===== config.mk =====
export PLATFORM = sky130hd
export DESIGN_NAME = uart_tx
export DESIGN_NICKNAME = d
export VERILOG_FILES = /design/src/rtl/uart_pkg.sv /design/src/rtl/uart_baud_tick.sv /design/src/rtl/uart_tx.sv
export SDC_FILE = /design/constraint.sdc
export NUM_CORES = 1
export LEC_CHECK = 0
export BUFFER_PORTS_ARGS = -buffer_cell sky130_fd_sc_hd__buf_2
export CORE_MARGIN = 1
export CORE_UTILIZATION = 35
export DETAILED_ROUTE_END_ITERATION = 6
export PLACE_DENSITY = 0.52
export SYNTH_ARGS = -nofsm -noshare
export SYNTH_HDL_FRONTEND = slang
export SYNTH_SLANG_ARGS = --single-unit

===== constraint.sdc =====
create_clock -name clk_i -period 2.5 [get_ports clk_i]
set_input_delay 0.125 -clock clk_i [delete_from_list [all_inputs] [get_ports clk_i]]
set_output_delay 0.125 -clock clk_i [all_outputs]
set_load 0.03 [all_outputs]

===== src/rtl/uart_pkg.sv =====
// Shared UART definitions: FSM state type and encodings,
// common to uart_tx and a future uart_rx.
package uart_pkg;

    typedef enum logic [2:0] {
        IDLE   = 3'd0,
        START  = 3'd1,
        DATA   = 3'd2,
        PARITY = 3'd3,
        STOP   = 3'd4
    } uart_state_t;

endpackage


===== src/rtl/uart_baud_tick.sv =====
// Baud counter: counts 0..CLK_DIV-1, wraps, and flags the
// last cycle of each serial bit with tick.
module uart_baud_tick #(
    parameter int CLK_DIV = 16
) (
    input  logic clk_i,
    input  logic rstn_i,
    input  logic clear,
    output logic tick
);

    localparam int CNT_W = $clog2(CLK_DIV);
    localparam logic [CNT_W-1:0] LAST = CNT_W'(CLK_DIV - 1);

    logic [CNT_W-1:0] cnt_q, cnt_d;

    always_comb begin
        cnt_d = cnt_q + CNT_W'(1);
        if (clear || cnt_q == LAST) cnt_d = '0;
    end

    always_ff @(posedge clk_i or negedge rstn_i) begin
        if (!rstn_i) cnt_q <= '0;
        else         cnt_q <= cnt_d;
    end

    assign tick = (cnt_q == LAST);

endmodule


===== src/rtl/uart_tx.sv =====
// UART transmitter: start, DATA_BITS LSB first, optional parity
// (macro UART_TX_PARITY_EN), STOP_BITS stop bits; txd_o registered.
module uart_tx
    import uart_pkg::*;
#(
    parameter int CLK_DIV    = 16,
    parameter int DATA_BITS  = 8,
    parameter int STOP_BITS  = 1,
    parameter int PARITY_ODD = 0
) (
    input  logic                 clk_i,
    input  logic                 rstn_i,
    input  logic                 tx_vld_i,
    output logic                 tx_rdy_o,
    input  logic [DATA_BITS-1:0] tx_data_i,
    output logic                 txd_o,
    output logic                 busy_o
);

    localparam int BIT_W = $clog2(DATA_BITS);

    if (CLK_DIV < 2 || DATA_BITS < 5 || DATA_BITS > 9 ||
        !(STOP_BITS == 1 || STOP_BITS == 2) ||
        !(PARITY_ODD == 0 || PARITY_ODD == 1)) begin : g_param_err
        $error("uart_tx: illegal parameter value");
    end

    uart_state_t          state_q, state_d;
    logic [DATA_BITS-1:0] shift_q, shift_d;
    logic [BIT_W-1:0]     bit_cnt_q, bit_cnt_d;
    logic                 txd_q, txd_d;
    logic                 tick, accept, last_stop;
`ifdef UART_TX_PARITY_EN
    logic                 par_q, par_d;
`endif

    uart_baud_tick #(.CLK_DIV(CLK_DIV)) u_baud (
        .clk_i  (clk_i),
        .rstn_i (rstn_i),
        .clear  (state_q == IDLE),
        .tick   (tick)
    );

    assign last_stop = (state_q == STOP) && tick &&
                       (bit_cnt_q == BIT_W'(STOP_BITS - 1));
    assign accept    = tx_vld_i && tx_rdy_o;

    always_ff @(posedge clk_i or negedge rstn_i) begin
        if (!rstn_i) begin
            state_q   <= IDLE;
            shift_q   <= '0;
            bit_cnt_q <= '0;
            txd_q     <= 1'b1;
`ifdef UART_TX_PARITY_EN
            par_q     <= 1'b0;
`endif
        end else begin
            state_q   <= state_d;
            shift_q   <= shift_d;
            bit_cnt_q <= bit_cnt_d;
            txd_q     <= txd_d;
`ifdef UART_TX_PARITY_EN
            par_q     <= par_d;
`endif
        end
    end

    always_comb begin
        state_d   = state_q;
        shift_d   = shift_q;
        bit_cnt_d = bit_cnt_q;
`ifdef UART_TX_PARITY_EN
        par_d     = par_q;
`endif
        unique case (state_q)
            IDLE: ;
            START: if (tick) begin
                state_d   = DATA;
                bit_cnt_d = '0;
            end
            DATA: if (tick) begin
                shift_d = shift_q >> 1;
                if (bit_cnt_q == BIT_W'(DATA_BITS - 1)) begin
                    bit_cnt_d = '0;
`ifdef UART_TX_PARITY_EN
                    state_d   = PARITY;
`else
                    state_d   = STOP;
`endif
                end else begin
                    bit_cnt_d = bit_cnt_q + BIT_W'(1);
                end
            end
`ifdef UART_TX_PARITY_EN
            PARITY: if (tick) state_d = STOP;
`endif
            STOP: if (last_stop) begin
                state_d = IDLE;
            end else if (tick) begin
                bit_cnt_d = bit_cnt_q + BIT_W'(1);
            end
            default: state_d = IDLE;
        endcase
        // a byte accepted in the final stop cycle starts the next frame directly
        if (accept) begin
            state_d   = START;
            shift_d   = tx_data_i;
            bit_cnt_d = '0;
`ifdef UART_TX_PARITY_EN
            par_d     = (^tx_data_i) ^ PARITY_ODD[0];
`endif
        end
    end

    always_comb begin
        tx_rdy_o = (state_q == IDLE) || last_stop;
        busy_o   = (state_q != IDLE);
        txd_d    = 1'b1;
        unique case (state_d)
            START:  txd_d = 1'b0;
            DATA:   txd_d = shift_d[0];
`ifdef UART_TX_PARITY_EN
            PARITY: txd_d = par_d;
`endif
            default: txd_d = 1'b1;
        endcase
    end

    assign txd_o = txd_q;

endmodule


==> reports/qor.txt, run 1 <==
status = finished, final reports clean
mean area per synthesized cell = 11.0 um2
initial antenna violation count = 0
post_cts resized = 0
adder-cell share of the synthesized area = 4.68%
Post-Syn Nets = 112
pins over their slew limit = 0
Switching Share = 23.3%
FF-to-FF End = bit_cnt_q[2]$_DFFE_PN0P_
routed vias = 751
Fill cells = 282
H-tree lvl count = 1
crit path DAT = 2.10 ns
Port Buf Inserts = 13
Seq/Total Area, Yosys = 44.6%
Crit path required time = 2.75 ns
post-synthesis compound-gate area fraction = 18.0%
Hold Path Class = in -> reg
pin count of the biggest net entering global routing = 20
multi-input logic area = 541 um2
Hold Startpoint = tx_data_i[7]
Worst Hold End = shift_q[7]$_DFFE_PN0P_
Antenna Violating Nets Remaining = 0
Post-DP HPWL = 1400 um
final hold viol count = 0
Reg2Reg Depth = 6
measured slew at the worst slew-check pin = 0.440 ns
RSZ-0062 raised after global routing = false
DR pass1 iterations = 4
peak supply drop = 0.000221 V
Crit-path slowest cell = dfrtp_1
site row count = 19
# IOs = 14
TNS Setup = 0 ns
worst setup path category = reg -> reg
async set or reset register ratio after synthesis = 100%
top_reg_cell synth = dfrtp_1
worst r2r src = u_baud.cnt_q[0]$_DFF_PN0_
minimum clock period = 1.85 ns
fmax = 541 MHz
postcts setup bufs = 0
CP top delay family = compound AO/OA/AOI/OAI gates
Max Cap Violations = 0
Pleak = 0.567 nW
worst skew pair latency = 0.30 ns
clock share of power = 33.5%
Clock Path Buffers = 2
Cells after Synth = 97
Core Area = 2830 um2
vias per inst = 5.29
routed len/inst = 13.5 um
Clk Tree Root Cell = clkbuf_4
CTS Buf Count = 3
Seq cells post-synth = 19
Starting Density = 37.8%
Tot Pwr = 0.488 mW
Gate power share = 3.5%
XOR/XNOR share of the synthesized area = 2.46%
CP max FO = 14
grt ovf = 0
WP buf/inv = 0
Flop pwr share = 63.0%
fin crit share = 74.0%
layout cells sized above 1 = 24.3%
Worst setup SP type = flip-flop
Routed WL = 1910 um
crit-path cells = ha_1 > nand3_4 > o21ai_2 > and3_4 > a2111oi_0 > mux2_4
CP startpoint = u_baud.cnt_q[0]$_DFF_PN0_
r2r setup slk = 0.65 ns
first-pass GRT wire length = 3450 um
count of final setup violators = 0
hold path cells = 3
worst-case clock skew = 0.00296 ns
Die W = 57.3 um
GRT Util Overall = 13.8%
largest family of logic cells by synthesized area = simple AND/OR/NAND/NOR gates
YS warnings = 0
GP Congestion = 0.782
EDFF count, synth = 0
Distinct cells, synth = 37
total die area = 3280 um2
first-iteration detailed-routing DRC count = 10
Synth Cell Area = 1070 um2
Reg area = 477 um2
Inserted Diodes = 0
CTS tree = yes
register clock-pin slew on the reported worst setup and hold paths = 0.12 ns
vias in the first global route = 772
Int Power = 0.374 mW
Layout Nets = 127
CP endpoint kind = flip-flop
pwr dens = 417 nW/um2
mux share of post-synthesis cell area = 3.27%
sw power = 0.114 mW
area delta synth->final = 9.36%
Largest stage delay, worst path = 0.41 ns
Slew HR = 70.6%
Clock Sinks = 19
Hold Buf Count CTS = 1
Die Y = 57.3 um
DRC viols = 0
simple-gate share of the synthesized area = 22.1%
-- cell usage in the layout, fill, tap and decap left out, types with 4 or more instances in the layout --
master and n:
dfrtp_1 18, buf_2 13, a21o_1 8, nor2_1 7, nand2_1 6, a22o_1 6
a21oi_1 4, ha_1 4
-- worst min-delay path, delay by kind of cell --
kind / cells / cell delay (ns)
AND/OR/NAND/NOR: 1 / 0.04
buffers and inverters: 1 / 0.08
AO/OA/AOI/OAI: 1 / 0.06
-- state kept, by name (all words and copies together), names as in the netlist --
signal / flops
shift_q: 8
u_baud.cnt_q: 4
bit_cnt_q: 3
state_q: 3
txd_o: 1
-- worst max path at each step --
stage,end,slack [ns],cells after the start
3_5_place_dp,bit_cnt_q[2]$_DFFE_PN0P_,0.68,6
4_1_cts,bit_cnt_q[2]$_DFFE_PN0P_,0.65,6
3_3_place_gp,bit_cnt_q[2]$_DFFE_PN0P_,0.70,6
6_report,bit_cnt_q[2]$_DFFE_PN0P_,0.65,6
2_1_floorplan,bit_cnt_q[2]$_DFFE_PN0P_,0.76,6
5_1_grt,bit_cnt_q[2]$_DFFE_PN0P_,0.51,6
-- cells by family (layout without fill, tap and decap cells) --
family                   Yosys count  in the layout
AO/OA/AOI/OAI                     27             27
XOR/XNOR                           3              3
adder cells (fa/ha/maj)            4              4
buffers and inverters              7             21
flip-flops                        19             19
multiplexers                       3              3
AND/OR/NAND/NOR                   34             34
-- cell usage after synthesis, types with 2 or more instances --
library cell / number / area (um2)
inv_1: 3 / 11.3
buf_6: 3 / 33.8
dfrtp_1: 18 / 450
nor2_1: 7 / 26.3
or3_1: 3 / 18.8
a21o_1: 8 / 60.1
a21oi_1: 4 / 20.0
ha_1: 4 / 50.1
a22o_1: 6 / 52.6
and3_4: 2 / 22.5
nand2b_1: 2 / 12.5
o21ai_0: 3 / 15.0
mux2i_1: 2 / 20.0
nand2b_4: 2 / 27.5
and2_1: 2 / 12.5
xor2_1: 2 / 17.5
nand2_1: 6 / 22.5
-- per-stage QoR --
stage                     hold slack (ns)  cell area, um2  setup slack [ns]  instances  utilization [%]
after floorplan                    -0.171            1070             0.757         97                -
after global placement             0.0949            1130             0.700        137             40.0
after detailed placement           0.0964            1130             0.681        137             40.0
after CTS                          0.0173            1170             0.646        142             41.4
after global routing               0.0158            1170             0.511        142             41.4
final                              0.0281            1170             0.651        142             41.4
-- layout make-up --
| type | count | share of cell area (%) |
|---|---|---|
| multi-input cells | 71 | 46.2 |
| flip-flops and latches | 19 | 40.7 |
| repair buffers | 14 | 6.42 |
| well taps | 31 | 3.32 |
| clock buffers | 3 | 1.93 |
| inverters | 3 | 0.963 |
| clock inverters | 1 | 0.428 |
-- per-layer routing --
metal  share of wire (%)  vias to the layer above  global-route usage, %  routed length, um
met5                   0                        -                      0                  0
met2                  46                       11                   22.2                877
li1                    -                      374                      -                  -
met4                 1.8                        0                   6.62                 35
met3                 2.7                        4                   2.72                 51
met1                  50                      362                   18.0                949
-- power by group through the flow --
stage                     Sequential (mW)  Clock [mW]  Combinational (mW)
final                               0.307       0.164              0.0171
after global routing                0.307       0.182              0.0196
after CTS                           0.307       0.166              0.0178
after floorplan                     0.313           0             0.00188
after detailed placement            0.313           0              0.0165
after global placement              0.313           0              0.0164
No activity file was read; power rests on OpenSTA's default activity.
==> run 2: changes to the inputs <==
==> constraint.sdc (replaced) <==
create_clock -name clk_i -period 1.9 [get_ports clk_i]
set_input_delay 0.095 -clock clk_i [delete_from_list [all_inputs] [get_ports clk_i]]
set_output_delay 0.095 -clock clk_i [all_outputs]
set_load 0.03 [all_outputs]
==> reports/qor.txt, run 2 (synthesis gave the netlist of run 1 again) <==
Crit path required time = 2.09 ns (-0.66 ns)
Pleak = 0.588 nW (+3.7%)
Worst setup SP type = flip-flop
peak supply drop = 0.000333 V (+51%)
Flop pwr share = 63.7% (+0.7 points)
pins over their slew limit = 0 (unchanged)
status = finished, final reports clean
Core Area = 2830 um2 (unchanged)
Crit-path slowest cell = dfrtp_1
layout cells sized above 1 = 27.6% (+3.3 points)
max reg flops = 8 (unchanged)
Routed WL = 1990 um (+3.7%)
most common cell after layout, fill and taps aside = dfrtp_1
DR pass1 iterations = 3 (-1)
Largest Register = shift_q
Max Cap Violations = 0 (unchanged)
Gate power share = 3.8% (+0.3 points)
Port Buf Inserts = 13 (unchanged)
routed vias = 776 (+3.3%)
Die W = 57.3 um (unchanged)
CTS Buf Count = 3 (unchanged)
routed len/inst = 13.5 um (+0.18%)
final hold viol count = 0 (unchanged)
Clock Path Buffers = 2 (unchanged)
Largest regs = shift_q: 8 flops, u_baud.cnt_q: 4 flops
Clk Tree Root Cell = clkbuf_4
GP Congestion = 0.813 (+3.9%)
# IOs = 14 (unchanged)
GRT Util Overall = 14.2% (+0.34 points)
grt ovf = 0 (unchanged)
Cell Count, Final, Fillers Out = 147 (+3.5%)
crit-path cells = ha_2 > and3_4 > nand2_1 > a211oi_1 > or3_4 > mux2_4
Switching Share = 21.7% (-1.6 points)
cell area after layout = 1220 um2 (+4.1%)
CTS tree = yes
DP Area = 1150 um2 (+1.3%)
TNS Setup = 0 ns (unchanged)
worst skew pair latency = 0.29 ns (about the same)
worst setup path category = reg -> reg
commonest cells after routing, fill and taps aside = dfrtp_1 (18), buf_2 (13), a21o_1 (8)
Largest stage delay, worst path = 0.42 ns (about the same)
minimum clock period = 1.77 ns (-0.0739 ns)
fin crit share = 93.4% (+19 points)
area delta synth->final = 13.8%
CP max FO = 3 (-11)
Starting Density = 37.8% (unchanged)
H-tree lvl count = 1 (unchanged)
vias per inst = 5.28 (-0.19%)
Tot Pwr = 0.635 mW (+30%)
count of final setup violators = 0 (unchanged)
fmax = 563 MHz (+4.2%)
Int Power = 0.497 mW (+33%)
Post-DP HPWL = 1420 um (+1.7%)
DRC viols = 0 (unchanged)
Slew HR = 71.2% (+0.60 points)
Inserted Diodes = 0 (unchanged)
Post-Place Cells = 139 (+1.5%)
sw power = 0.137 mW (+21%)
first-pass GRT wire length = 3570 um (+3.6%)
worst-case clock skew = 0.00577 ns (+0.00280 ns)
CP endpoint kind = flip-flop
RSZ-0062 raised after global routing = false
clock share of power = 32.5% (-1.0 points)
pin count of the biggest net entering global routing = 20 (unchanged)
initial antenna violation count = 0 (unchanged)
Antenna Violating Nets Remaining = 0 (unchanged)
Hold Path Class = in -> reg
pwr dens = 521 nW/um2 (+25%)
Clock Sinks = 19 (unchanged)
vias in the first global route = 783 (+1.4%)
total die area = 3280 um2 (unchanged)
Die Y = 57.3 um (unchanged)
first-iteration detailed-routing DRC count = 13 (+3)
crit path DAT = 1.97 ns (-0.13 ns)
measured slew at the worst slew-check pin = 0.431 ns (-0.00902 ns)
site row count = 19 (unchanged)
Layout Nets = 132 (+3.9%)
register clock-pin slew on the reported worst setup and hold paths = 0.11 ns (about the same)
[run 2: repair_timing]
| item | in CTS | in global routing |
|---|---|---|
| hold buffers | 2 | 0 |
| endpoints found under the hold margin | 19 | 0 |
| gates resized for setup | 1 | 2 |
| setup buffers | 0 | 2 |
| pin swaps | 0 | 0 |
| endpoints found under the setup margin | 1 | 2 |
[run 2: worst paths after layout]
check,cells past startpoint,start,end,slack [ns]
min reg2reg,1,u_baud.cnt_q[0]$_DFF_PN0_,u_baud.cnt_q[0]$_DFF_PN0_,0.48
max reg2reg,6,u_baud.cnt_q[0]$_DFF_PN0_,bit_cnt_q[2]$_DFFE_PN0P_,0.13
max in group asynchronous,2,rstn_i,txd_o$_DFF_PN1_,1.31
max,6,u_baud.cnt_q[0]$_DFF_PN0_,bit_cnt_q[2]$_DFFE_PN0P_,0.13
min,3,tx_data_i[0],shift_q[0]$_DFF_PN0_,0.01
min in group asynchronous,2,rstn_i,bit_cnt_q[2]$_DFFE_PN0P_,0.26
[run 2: critical path: cells and delay by family, from the launching register on]
family,cells,cell delay (ns)
adder cells (fa/ha/maj),1,0.23
multiplexers,1,0.30
AND/OR/NAND/NOR,3,0.66
AO/OA/AOI/OAI,1,0.07
flip-flops,1,0.42
[run 2: area by class of cell]
| cell class | count | area, um2 |
|---|---|---|
| clock buffers | 4 | 26.3 |
| fillers | 284 | 1610 |
| inverters | 3 | 11.3 |
| multi-input cells | 71 | 549 |
| flip-flops and latches | 19 | 477 |
| well taps | 31 | 38.8 |
| repair buffers | 19 | 115 |
[run 2: through the flow]
step / util (%) / setup slack (ns) / hold slack [ns]
after global placement: 40.6 / 0.108 / 0.0673
after detailed placement: 40.6 / 0.0206 / 0.0651
final: 43.0 / 0.125 / 0.00982
after CTS: 42.2 / 0.0331 / 0.00443
after global routing: 43.0 / 0.0630 / 0.0130
after floorplan: - / 0.157 / -0.201
[run 2: metal layers]
layer | routed length, um | GRT usage (%) | vias to the layer above | part of all wire, %
met2 | 937 | 23.2 | 7 | 47
met1 | 997 | 18.8 | 382 | 50
met5 | 0 | 0 | - | 0
met4 | 16 | 5.23 | 0 | 0.81
li1 | - | - | 385 | -
met3 | 35 | 2.72 | 2 | 1.8
[run 2: power by group through the flow]
stage          clock network, mW  logic (mW)  registers, mW
3_3_place_gp                   0      0.0217          0.412
4_1_cts                    0.217      0.0249          0.404
5_1_grt                    0.239      0.0281          0.404
2_1_floorplan                  0     0.00248          0.412
6_report                   0.206      0.0238          0.404
3_5_place_dp                   0      0.0217          0.412
==> run 3: changes to the inputs <==
==> constraint.sdc (replaced) <==
create_clock -name clk_i -period 2.13 [get_ports clk_i]
set_input_delay 0.1065 -clock clk_i [delete_from_list [all_inputs] [get_ports clk_i]]
set_output_delay 0.1065 -clock clk_i [all_outputs]
set_load 0.03 [all_outputs]
==> reports/qor.txt, run 3 (synthesis gave the netlist of run 1 again) <==
worst skew pair latency = 0.30 ns (about the same)
worst hold slack = 0.0116 ns (+0.00179 ns)
CTS tree = yes
final hold viol count = 0 (unchanged)
DP Area = 1140 um2 (-0.65%)
Largest stage delay, worst path = 0.49 ns (+0.07 ns)
Core Area = 2830 um2 (unchanged)
fmax = 510 MHz (-9.6%)
Starting Density = 37.8% (unchanged)
Die W = 57.3 um (unchanged)
Clock Path Buffers = 2 (unchanged)
Clock Sinks = 19 (unchanged)
layout cells sized above 1 = 24.1% (-3.5 points)
peak supply drop = 0.000279 V (-16%)
register clock-pin slew on the reported worst setup and hold paths = 0.11 ns (about the same)
vias per inst = 5.28 (about the same)
first-iteration detailed-routing DRC count = 18 (+5)
CP top delay family = compound AO/OA/AOI/OAI gates
Largest Register = shift_q
Clk Tree Root Cell = clkbuf_4
Worst setup SP type = flip-flop
Largest regs = shift_q: 8 flops, u_baud.cnt_q: 4 flops
DRC viols = 0 (unchanged)
routed len/inst = 13.1 um (-2.7%)
Port Buf Inserts = 13 (unchanged)
Crit path required time = 2.38 ns (+0.29 ns)
worst-case clock skew = 0.00803 ns (+0.00226 ns)
Inserted Diodes = 0 (unchanged)
Finished Core Util = 41.6% (-1.5 points)
area delta synth->final = 9.94%
Hold Path Class = in -> reg
site row count = 19 (unchanged)
worst setup margin = 0.167 ns (+0.0423 ns)
DR pass1 iterations = 4 (+1)
H-tree lvl count = 1 (unchanged)
# IOs = 14 (unchanged)
status = finished, final reports clean
vias in the first global route = 765 (-2.3%)
crit-path cells = ha_1 > nand3_4 > o21ai_2 > and3_4 > a2111oi_0 > mux2_4
Slew HR = 67.1% (-4.1 points)
Layout Nets = 128 (-3.0%)
pins over their slew limit = 0 (unchanged)
count of final setup violators = 0 (unchanged)
r2r setup slk = 0.17 ns (+0.04 ns)
cell area after layout = 1180 um2 (-3.4%)
Crit-path slowest cell = a2111oi_0
CTS Buf Count = 3 (unchanged)
grt ovf = 0 (unchanged)
CP max FO = 14 (+11)
pwr dens = 479 nW/um2 (-8.2%)
most common cell after layout, fill and taps aside = dfrtp_1
GP Congestion = 0.807 (-0.74%)
worst setup path category = reg -> reg
pre-CTS setup slack = 0.168 ns (+0.147 ns)
Routed WL = 1880 um (-5.3%)
pin count of the biggest net entering global routing = 20 (unchanged)
fin crit share = 92.1% (-1.3 points)
Pleak = 0.570 nW (-3.1%)
WP buf/inv = 0 (unchanged)
GRT Util Overall = 14.0% (-0.17 points)
crit path DAT = 2.21 ns (+0.24 ns)
Fill cells = 282 (-0.70%)
commonest cells after routing, fill and taps aside = dfrtp_1 (18), buf_2 (13), a21o_1 (8)
Max Cap Violations = 0 (unchanged)
max reg flops = 8 (unchanged)
minimum clock period = 1.96 ns (+0.188 ns)
Post-DP HPWL = 1400 um (-1.6%)
measured slew at the worst slew-check pin = 0.481 ns (+0.0495 ns)
CP endpoint kind = flip-flop
post_cts resized = 0 (-1)
total die area = 3280 um2 (unchanged)
TNS Setup = 0 ns (unchanged)
RSZ-0062 raised after global routing = false
Antenna Violating Nets Remaining = 0 (unchanged)
routed vias = 755 (-2.7%)
first-pass GRT wire length = 3480 um (-2.5%)
Die Y = 57.3 um (unchanged)
initial antenna violation count = 0 (unchanged)
run 3: layer usage:
layer	wire, um	GRT usage, %	up-vias
li1	-	-	381
met2	855	21.7	14
met4	35	5.23	0
met5	0	0	-
met3	48	2.72	4
met1	939	19.6	356
run 3: final cells by class:
cell class | instances | area, um2 | share of cell area [%]
tap | 31 | 38.8 | 3.30
multi-input combinational | 71 | 541 | 46.0
timing repair buffer | 15 | 82.6 | 7.02
sequential | 19 | 477 | 40.5
clock buffer | 4 | 26.3 | 2.23
inverter | 3 | 11.3 | 0.957
run 3: final timing paths:
check	end	cells after the start	startpoint
worst max-delay path	bit_cnt_q[2]$_DFFE_PN0P_	6	u_baud.cnt_q[0]$_DFF_PN0_
worst min-delay path	shift_q[0]$_DFF_PN0_	3	tx_data_i[0]
worst max register to register	bit_cnt_q[2]$_DFFE_PN0P_	6	u_baud.cnt_q[0]$_DFF_PN0_
worst min register to register	u_baud.cnt_q[0]$_DFF_PN0_	1	u_baud.cnt_q[0]$_DFF_PN0_
max in group asynchronous	txd_o$_DFF_PN1_	2	rstn_i
min in group asynchronous	bit_cnt_q[2]$_DFFE_PN0P_	2	rstn_i
run 3: repair_timing:
item / 4_1_cts / 5_1_grt
hold buffers: 1 / 0
endpoints found under the hold margin: 18 / 0
setup buffers: 0 / 0
run 3: worst reg2reg max path, cell delays in order (launching register included):
cell and delay [ns]:
dfrtp_1 0.41, ha_1 0.26, nand3_4 0.17, o21ai_2 0.10
and3_4 0.25, a2111oi_0 0.49, mux2_4 0.23
run 3: where the power goes:
part / internal (mW) / leakage [nW] / switching [mW]
clock: 0.0729 / 0.0150 / 0.109
sequential: 0.361 / 0.242 / 0
combinational: 0.00884 / 0.313 / 0.0112
total: 0.442 / 0.570 / 0.121
run 3: stage by stage:
step	instances	power (mW)
detailed placement	138	0.387
floorplan	97	0.370
finish	143	0.563
global route	143	0.596
global placement	138	0.387
CTS	143	0.576
